<file path="src/rtl/key_debounce_pkg.sv">
// Shared types and default parameters for the key_debounce block.
package key_debounce_pkg;

  typedef enum logic [1:0] {
    RELEASED      = 2'd0,
    PRESS_CHECK   = 2'd1,
    PRESSED       = 2'd2,
    RELEASE_CHECK = 2'd3
  } kd_state_t;

  localparam int unsigned DefStableCycles = 4;
  localparam int unsigned DefRepeatDelay  = 8;
  localparam int unsigned DefRepeatPeriod = 3;

endpackage

</file>
<file path="src/rtl/key_debounce_if.sv">
// Raw key input and conditioned outputs of key_debounce, bundled as one interface.
interface key_debounce_if;
  logic key;
  logic key_level;
  logic key_press;
  logic key_release;

  modport master (output key, input key_level, input key_press, input key_release);
  modport slave  (input key, output key_level, output key_press, output key_release);
endinterface

</file>
<file path="src/rtl/key_debounce_sync2.sv">
// Two-flop synchronizer for asynchronous single-bit inputs; synchronous active-high reset.
module sync2 (
  input  logic clock,
  input  logic reset,
  input  logic d,
  output logic q
);

  logic s1_q, s1_d;
  logic q_q, q_d;

  always_comb begin
    s1_d = d;
    q_d  = s1_q;
  end

  always_ff @(posedge clock) begin
    if (reset) begin
      s1_q <= 1'b0;
      q_q  <= 1'b0;
    end else begin
      s1_q <= s1_d;
      q_q  <= q_d;
    end
  end

  assign q = q_q;

endmodule

</file>
<file path="src/rtl/key_debounce.sv">
// Push-button debouncer producing a level and registered press/release strobes.
// Define KEY_DEBOUNCE_REPEAT_EN to add auto-repeat press strobes while the key is held.
module key_debounce
  import key_debounce_pkg::*;
#(
  parameter int unsigned STABLE_CYCLES = DefStableCycles
`ifdef KEY_DEBOUNCE_REPEAT_EN
  ,
  parameter int unsigned REPEAT_DELAY  = DefRepeatDelay,
  parameter int unsigned REPEAT_PERIOD = DefRepeatPeriod
`endif
) (
  input  logic           clock,
  input  logic           reset,
  key_debounce_if.slave  kif
);

  localparam int unsigned CntW = $clog2(STABLE_CYCLES);
  localparam logic [CntW-1:0] CntLast = CntW'(STABLE_CYCLES - 1);

  kd_state_t       state_q, state_d;
  logic [CntW-1:0] cnt_q, cnt_d;
  logic            level_q, level_d;
  logic            press_q, press_d;
  logic            release_q, release_d;
  logic            key_s;
  logic            rep_fire;

  sync2 u_sync (
    .clock (clock),
    .reset (reset),
    .d     (kif.key),
    .q     (key_s)
  );

  always_comb begin
    state_d   = state_q;
    cnt_d     = cnt_q;
    press_d   = 1'b0;
    release_d = 1'b0;
    unique case (state_q)
      RELEASED: begin
        if (key_s) begin
          state_d = PRESS_CHECK;
          cnt_d   = CntW'(1);
        end
      end
      PRESS_CHECK: begin
        if (!key_s) begin
          state_d = RELEASED;
          cnt_d   = '0;
        end else if (cnt_q == CntLast) begin
          state_d = PRESSED;
          cnt_d   = '0;
          press_d = 1'b1;
        end else begin
          cnt_d = cnt_q + 1'b1;
        end
      end
      PRESSED: begin
        if (!key_s) begin
          state_d = RELEASE_CHECK;
          cnt_d   = CntW'(1);
        end
      end
      RELEASE_CHECK: begin
        if (key_s) begin
          state_d = PRESSED;
          cnt_d   = '0;
        end else if (cnt_q == CntLast) begin
          state_d   = RELEASED;
          cnt_d     = '0;
          release_d = 1'b1;
        end else begin
          cnt_d = cnt_q + 1'b1;
        end
      end
      default: begin
        state_d = RELEASED;
        cnt_d   = '0;
      end
    endcase
    level_d = (state_d == PRESSED) || (state_d == RELEASE_CHECK);
  end

`ifdef KEY_DEBOUNCE_REPEAT_EN
  localparam int unsigned RepMax = (REPEAT_DELAY > REPEAT_PERIOD) ? REPEAT_DELAY : REPEAT_PERIOD;
  localparam int unsigned RepW   = $clog2(RepMax + 1);
  localparam logic [RepW-1:0] RepFirst = RepW'(REPEAT_DELAY - 1);
  localparam logic [RepW-1:0] RepNext  = RepW'(REPEAT_PERIOD - 1);

  logic [RepW-1:0] rep_q, rep_d;
  logic            rep_phase_q, rep_phase_d;

  // Counts only while settled in PRESSED; frozen across RELEASE_CHECK bounces.
  always_comb begin
    rep_d       = rep_q;
    rep_phase_d = rep_phase_q;
    rep_fire    = 1'b0;
    if (state_q == PRESSED && key_s) begin
      if (rep_q == (rep_phase_q ? RepNext : RepFirst)) begin
        rep_fire    = 1'b1;
        rep_d       = '0;
        rep_phase_d = 1'b1;
      end else begin
        rep_d = rep_q + 1'b1;
      end
    end else if (state_q != PRESSED && state_q != RELEASE_CHECK) begin
      rep_d       = '0;
      rep_phase_d = 1'b0;
    end
  end

  always_ff @(posedge clock) begin
    if (reset) begin
      rep_q       <= '0;
      rep_phase_q <= 1'b0;
    end else begin
      rep_q       <= rep_d;
      rep_phase_q <= rep_phase_d;
    end
  end
`else
  assign rep_fire = 1'b0;
`endif

  always_ff @(posedge clock) begin
    if (reset) begin
      state_q   <= RELEASED;
      cnt_q     <= '0;
      level_q   <= 1'b0;
      press_q   <= 1'b0;
      release_q <= 1'b0;
    end else begin
      state_q   <= state_d;
      cnt_q     <= cnt_d;
      level_q   <= level_d;
      press_q   <= press_d | rep_fire;
      release_q <= release_d;
    end
  end

  assign kif.key_level   = level_q;
  assign kif.key_press   = press_q;
  assign kif.key_release = release_q;

endmodule

</file>
<file path="src/flat_wrapper.sv">
// flat-port wrapper written by rule: the top's interface ports become plain ports
module key_debounce_flat import key_debounce_pkg::*;
#(
  parameter int unsigned STABLE_CYCLES = DefStableCycles

)
  (clock, reset, kif_key, kif_key_level, kif_key_press, kif_key_release);
  key_debounce_if kif_i ();
  input  logic clock;
  input  logic reset;
  input wire logic [$bits(kif_i.key)-1:0] kif_key;
  output wire logic [$bits(kif_i.key_level)-1:0] kif_key_level;
  output wire logic [$bits(kif_i.key_press)-1:0] kif_key_press;
  output wire logic [$bits(kif_i.key_release)-1:0] kif_key_release;
  assign kif_i.key = kif_key;
  assign kif_key_level = kif_i.key_level;
  assign kif_key_press = kif_i.key_press;
  assign kif_key_release = kif_i.key_release;
  key_debounce #(.STABLE_CYCLES(STABLE_CYCLES)) u_core (.clock(clock), .reset(reset), .kif(kif_i));
endmodule
</file>
<file path="config.mk">
export PLATFORM = sky130hd
export DESIGN_NAME = key_debounce_flat
export DESIGN_NICKNAME = d
export VERILOG_FILES = /design/src/rtl/key_debounce_pkg.sv /design/src/rtl/key_debounce_if.sv /design/src/rtl/key_debounce_sync2.sv /design/src/rtl/key_debounce.sv /design/src/flat_wrapper.sv
export SDC_FILE = /design/constraint.sdc
export NUM_CORES = 1
export LEC_CHECK = 0
export BUFFER_PORTS_ARGS = -buffer_cell sky130_fd_sc_hd__buf_2
export CORE_AREA = 2 2 39 41
export DETAILED_ROUTE_END_ITERATION = 16
export DIE_AREA = 0 0 41 43
export PLACE_DENSITY = 0.49
export REMOVE_ABC_BUFFERS = 1
export SLEW_MARGIN = 10
export SYNTH_ARGS = -nofsm -noshare
export SYNTH_HDL_FRONTEND = slang
export SYNTH_SLANG_ARGS = --single-unit
</file>
<file path="constraint.sdc">
create_clock -name clock -period 0.9 [get_ports clock]
set_input_delay 0.18 -clock clock [delete_from_list [all_inputs] [get_ports clock]]
set_output_delay 0.18 -clock clock [all_outputs]
set_load 0.01 [all_outputs]
</file>
==> flow_metrics.py <==
metrics = {
    "status": {
        "status": "finished with violations",
        "failed_checks": "negative setup slack",
    },
    "cts": {
        "clockBufferDepth": 2,
        "cts_root_buf": "clkbuf_4",
        "htreeDepth": 1,
        "cts_tree": "done",
        "clkLatencyLatePin_ps": 260,
        "clk_pin_slew_ps": 60,
        "clock_sinks": 9,
        "hold_buffers": 0,
        "cts_buffers": 3,
    },
    "worst_hold_path": {
        "min_path_cells": 2,
        "min_to": "u_core.u_sync.q_d",
        "hold_start": "kif_key",
        "hp-class": "in -> reg",
    },
    "job": {
        "cap_violations": 0,
    },
    "sta": {
        "fmax_mhz": 1100,
        "hold_viol_final": 0,
        "rsz0062_at_grt": "yes",
        "hold_slack_ps": 139,
        "worst_pin_slew_ps": 179,
        "relSlewSlack": 0.881,
        "min_period_ps": 909,
        "skew_ps": 4.36,
        "finalSetupViolCount": 1,
        "layout_setup_ws_ps": -9.28,
        "period_share": 1.01,
        "slew_violations": 0,
    },
    "synth": {
        "netlist_area_um2": 328,
        "netlist-cell-type-count": 16,
        "synth_most_common_cell": "dfxtp_1",
        "synth_commonest_cells": "dfxtp_1, a21oi_1, and2b_2, nor4b_1",
        "async_flop_share": 0,
        "ys_seq_area_frac": 0.550,
        "synth.top_cell.area_share": 0.550,
        "synth_top_area_cell": "dfxtp_1",
        "syn_inst": 28,
        "synth_warnings": 0,
        "ys_ff_latch": 9,
        "avgSynthCellArea_um2": 11.7,
        "synth_edf_count": 0,
        "synth.top_cells.by_area": "dfxtp_1, and2b_2, nor4b_1",
        "synth_flop_cell": "dfxtp_1",
    },
    "die": {
        "fp-row-count": 14,
        "start_util": 0.237,
        "die_y_um": 43,
        "dieArea_um2": 1760,
        "ioPinCount": 6,
        "fp.coreArea_um2": 1380,
        "dieWidth_um": 41,
    },
    "finish": {
        "syn_to_final_growth_pct": 61.1,
        "drive_above_1_share": 0.711,
        "nNetsFinal": 50,
        "instances_no_fill": 61,
        "fill_cells": 144,
        "n_antenna_cell": 0,
        "utilization": 0.382,
    },
    "detailed_routing": {
        "firstDrtPassIters": 1,
        "wl_per_cell_um": 10.9,
        "detail-route-antenna-nets": 0,
        "viasPerCell": 4.16,
        "drtIter0Drc": 0,
        "drt_wl_total_um": 667,
        "drc": 0,
        "num_vias": 254,
    },
    "grt": {
        "grt_overflow_total": 0,
        "grt_pass1_vias": 284,
        "antenna_found_initial": 0,
        "grt_max_degree": 6,
        "grt_usage": 0.103,
        "grt_pass1_wl_mm": 1.12,
    },
    "worst_setup_path": {
        "path_cells": "ha_4 > a21bo_4 > a21oi_2",
        "start_kind": "flop",
        "r2r_start": "u_core.cnt_q[0]",
        "path_max_fanout": 3,
        "end_kind": "flop",
        "slowest_stage": "dfxtp_4",
        "rrSetupSlack_ps": -9,
        "r2r-end": "u_core.state_q[1]",
        "critPathKind": "reg -> reg",
        "arrival_ps": 1100,
        "crit_path_max_incr_delay_ps": 350,
        "required_ps": 1090,
        "r2r_cells": 3,
    },
    "place": {
        "placed_cells": 56,
        "place_congestion": 0.694,
        "port_buffers": 5,
        "pre_cts_slack_ps": -81.4,
        "hpwlAfterDp_um": 432,
    },
    "power": {
        "peakVddDrop_uv": 503,
        "p_leak_nw": 0.230,
        "powerDensity_nw_per_um2": 1460,
    },
}
==> how the worst max path moves through the flow <==
stage | start | to | slack [ps] | cells past startpoint
floorplan | u_core.cnt_q[0] | u_core.kif.key_level | 9 | 3
global placement | u_core.cnt_q[0] | u_core.kif.key_release | -20 | 3
detailed placement | u_core.cnt_q[0] | u_core.kif.key_press | -80 | 3
CTS | u_core.cnt_q[1] | u_core.kif.key_press | -20 | 3
global route | u_core.u_sync.q | u_core.cnt_q[1] | -60 | 3
finish | u_core.cnt_q[0] | u_core.state_q[1] | -9 | 3
==> through the flow <==
step | instance area, µm² | TNS, ps | total power [mW]
2_1_floorplan | 317 | 0 | 0.434
3_3_place_gp | 422 | -34.7 | 0.464
3_5_place_dp | 422 | -190 | 0.465
4_1_cts | 502 | -37.2 | 0.784
5_1_grt | 528 | -189 | 0.823
6_report | 528 | -9.28 | 0.772
==> final cells by class <==
type	instances	area (µm²)	area share
multi-input cells	17	188	0.355
well taps	16	20.0	0.0379
repair buffers	14	98.8	0.187
inverters	1	3.75	0.00711
clock buffers	4	26.3	0.0498
flip-flops and latches	9	191	0.363
==> flip-flops by register name (all words and copies together), names as in the netlist <==
name and flops:
u_core.kif.key_level 1, u_core.kif.key_release 1, u_core.u_sync.q 1, u_core.u_sync.q_d 1, u_core.state_q 2, u_core.cnt_q 2
u_core.kif.key_press 1
==> worst max-delay path, delay by kind of cell, from the launching register on <==
| kind | cells | cell delay (ps) |
|---|---|---|
| adder cells (fa/ha/maj) | 1 | 170 |
| AO/OA/AOI/OAI | 2 | 320 |
| flip-flops | 1 | 350 |
==> routing by layer <==
layer / vias to the layer above / global-route usage / share of wire / wire length [µm]
li1: 131 / - / - / -
met1: 113 / 0.117 / 0.44 / 295
met2: 6 / 0.131 / 0.48 / 321
met3: 4 / 0.0314 / 0.033 / 22
met4: 0 / 0.120 / 0.042 / 28
met5: - / 0 / 0 / 0
==> power breakdown <==
group,switching (mW),total [mW],internal (mW)
clock network,0.139,0.310,0.171
logic,0.0208,0.0533,0.0325
registers,0.00575,0.409,0.403
==> cell usage in the layout, fill, tap and decap left out, types with 2 or more instances in the layout <==
cell type / netlist / layout
buf_4: 0 / 9
buf_2: 0 / 4
dfxtp_1: 9 / 4
clkbuf_4: 0 / 3
dfxtp_2: 0 / 3
a21oi_2: 0 / 2
and2b_2: 2 / 2
dfxtp_4: 0 / 2
==> kinds of logic after synthesis <==
family | Yosys count | synth area share
AO/OA/AOI/OAI | 5 | 0.103
XOR/XNOR | 1 | 0.0267
adder cells (fa/ha/maj) | 1 | 0.0382
buffers and inverters | 2 | 0.0458
flip-flops | 9 | 0.550
multiplexers | 1 | 0.0305
AND/OR/NAND/NOR | 9 | 0.206
==> what timing repair did <==
action,CTS,global route
pin swaps,3,4
resized for setup,12,6
setup endpoints to repair,6,8
buffers inserted,1,0
Power figures use the tool's default switching activity.
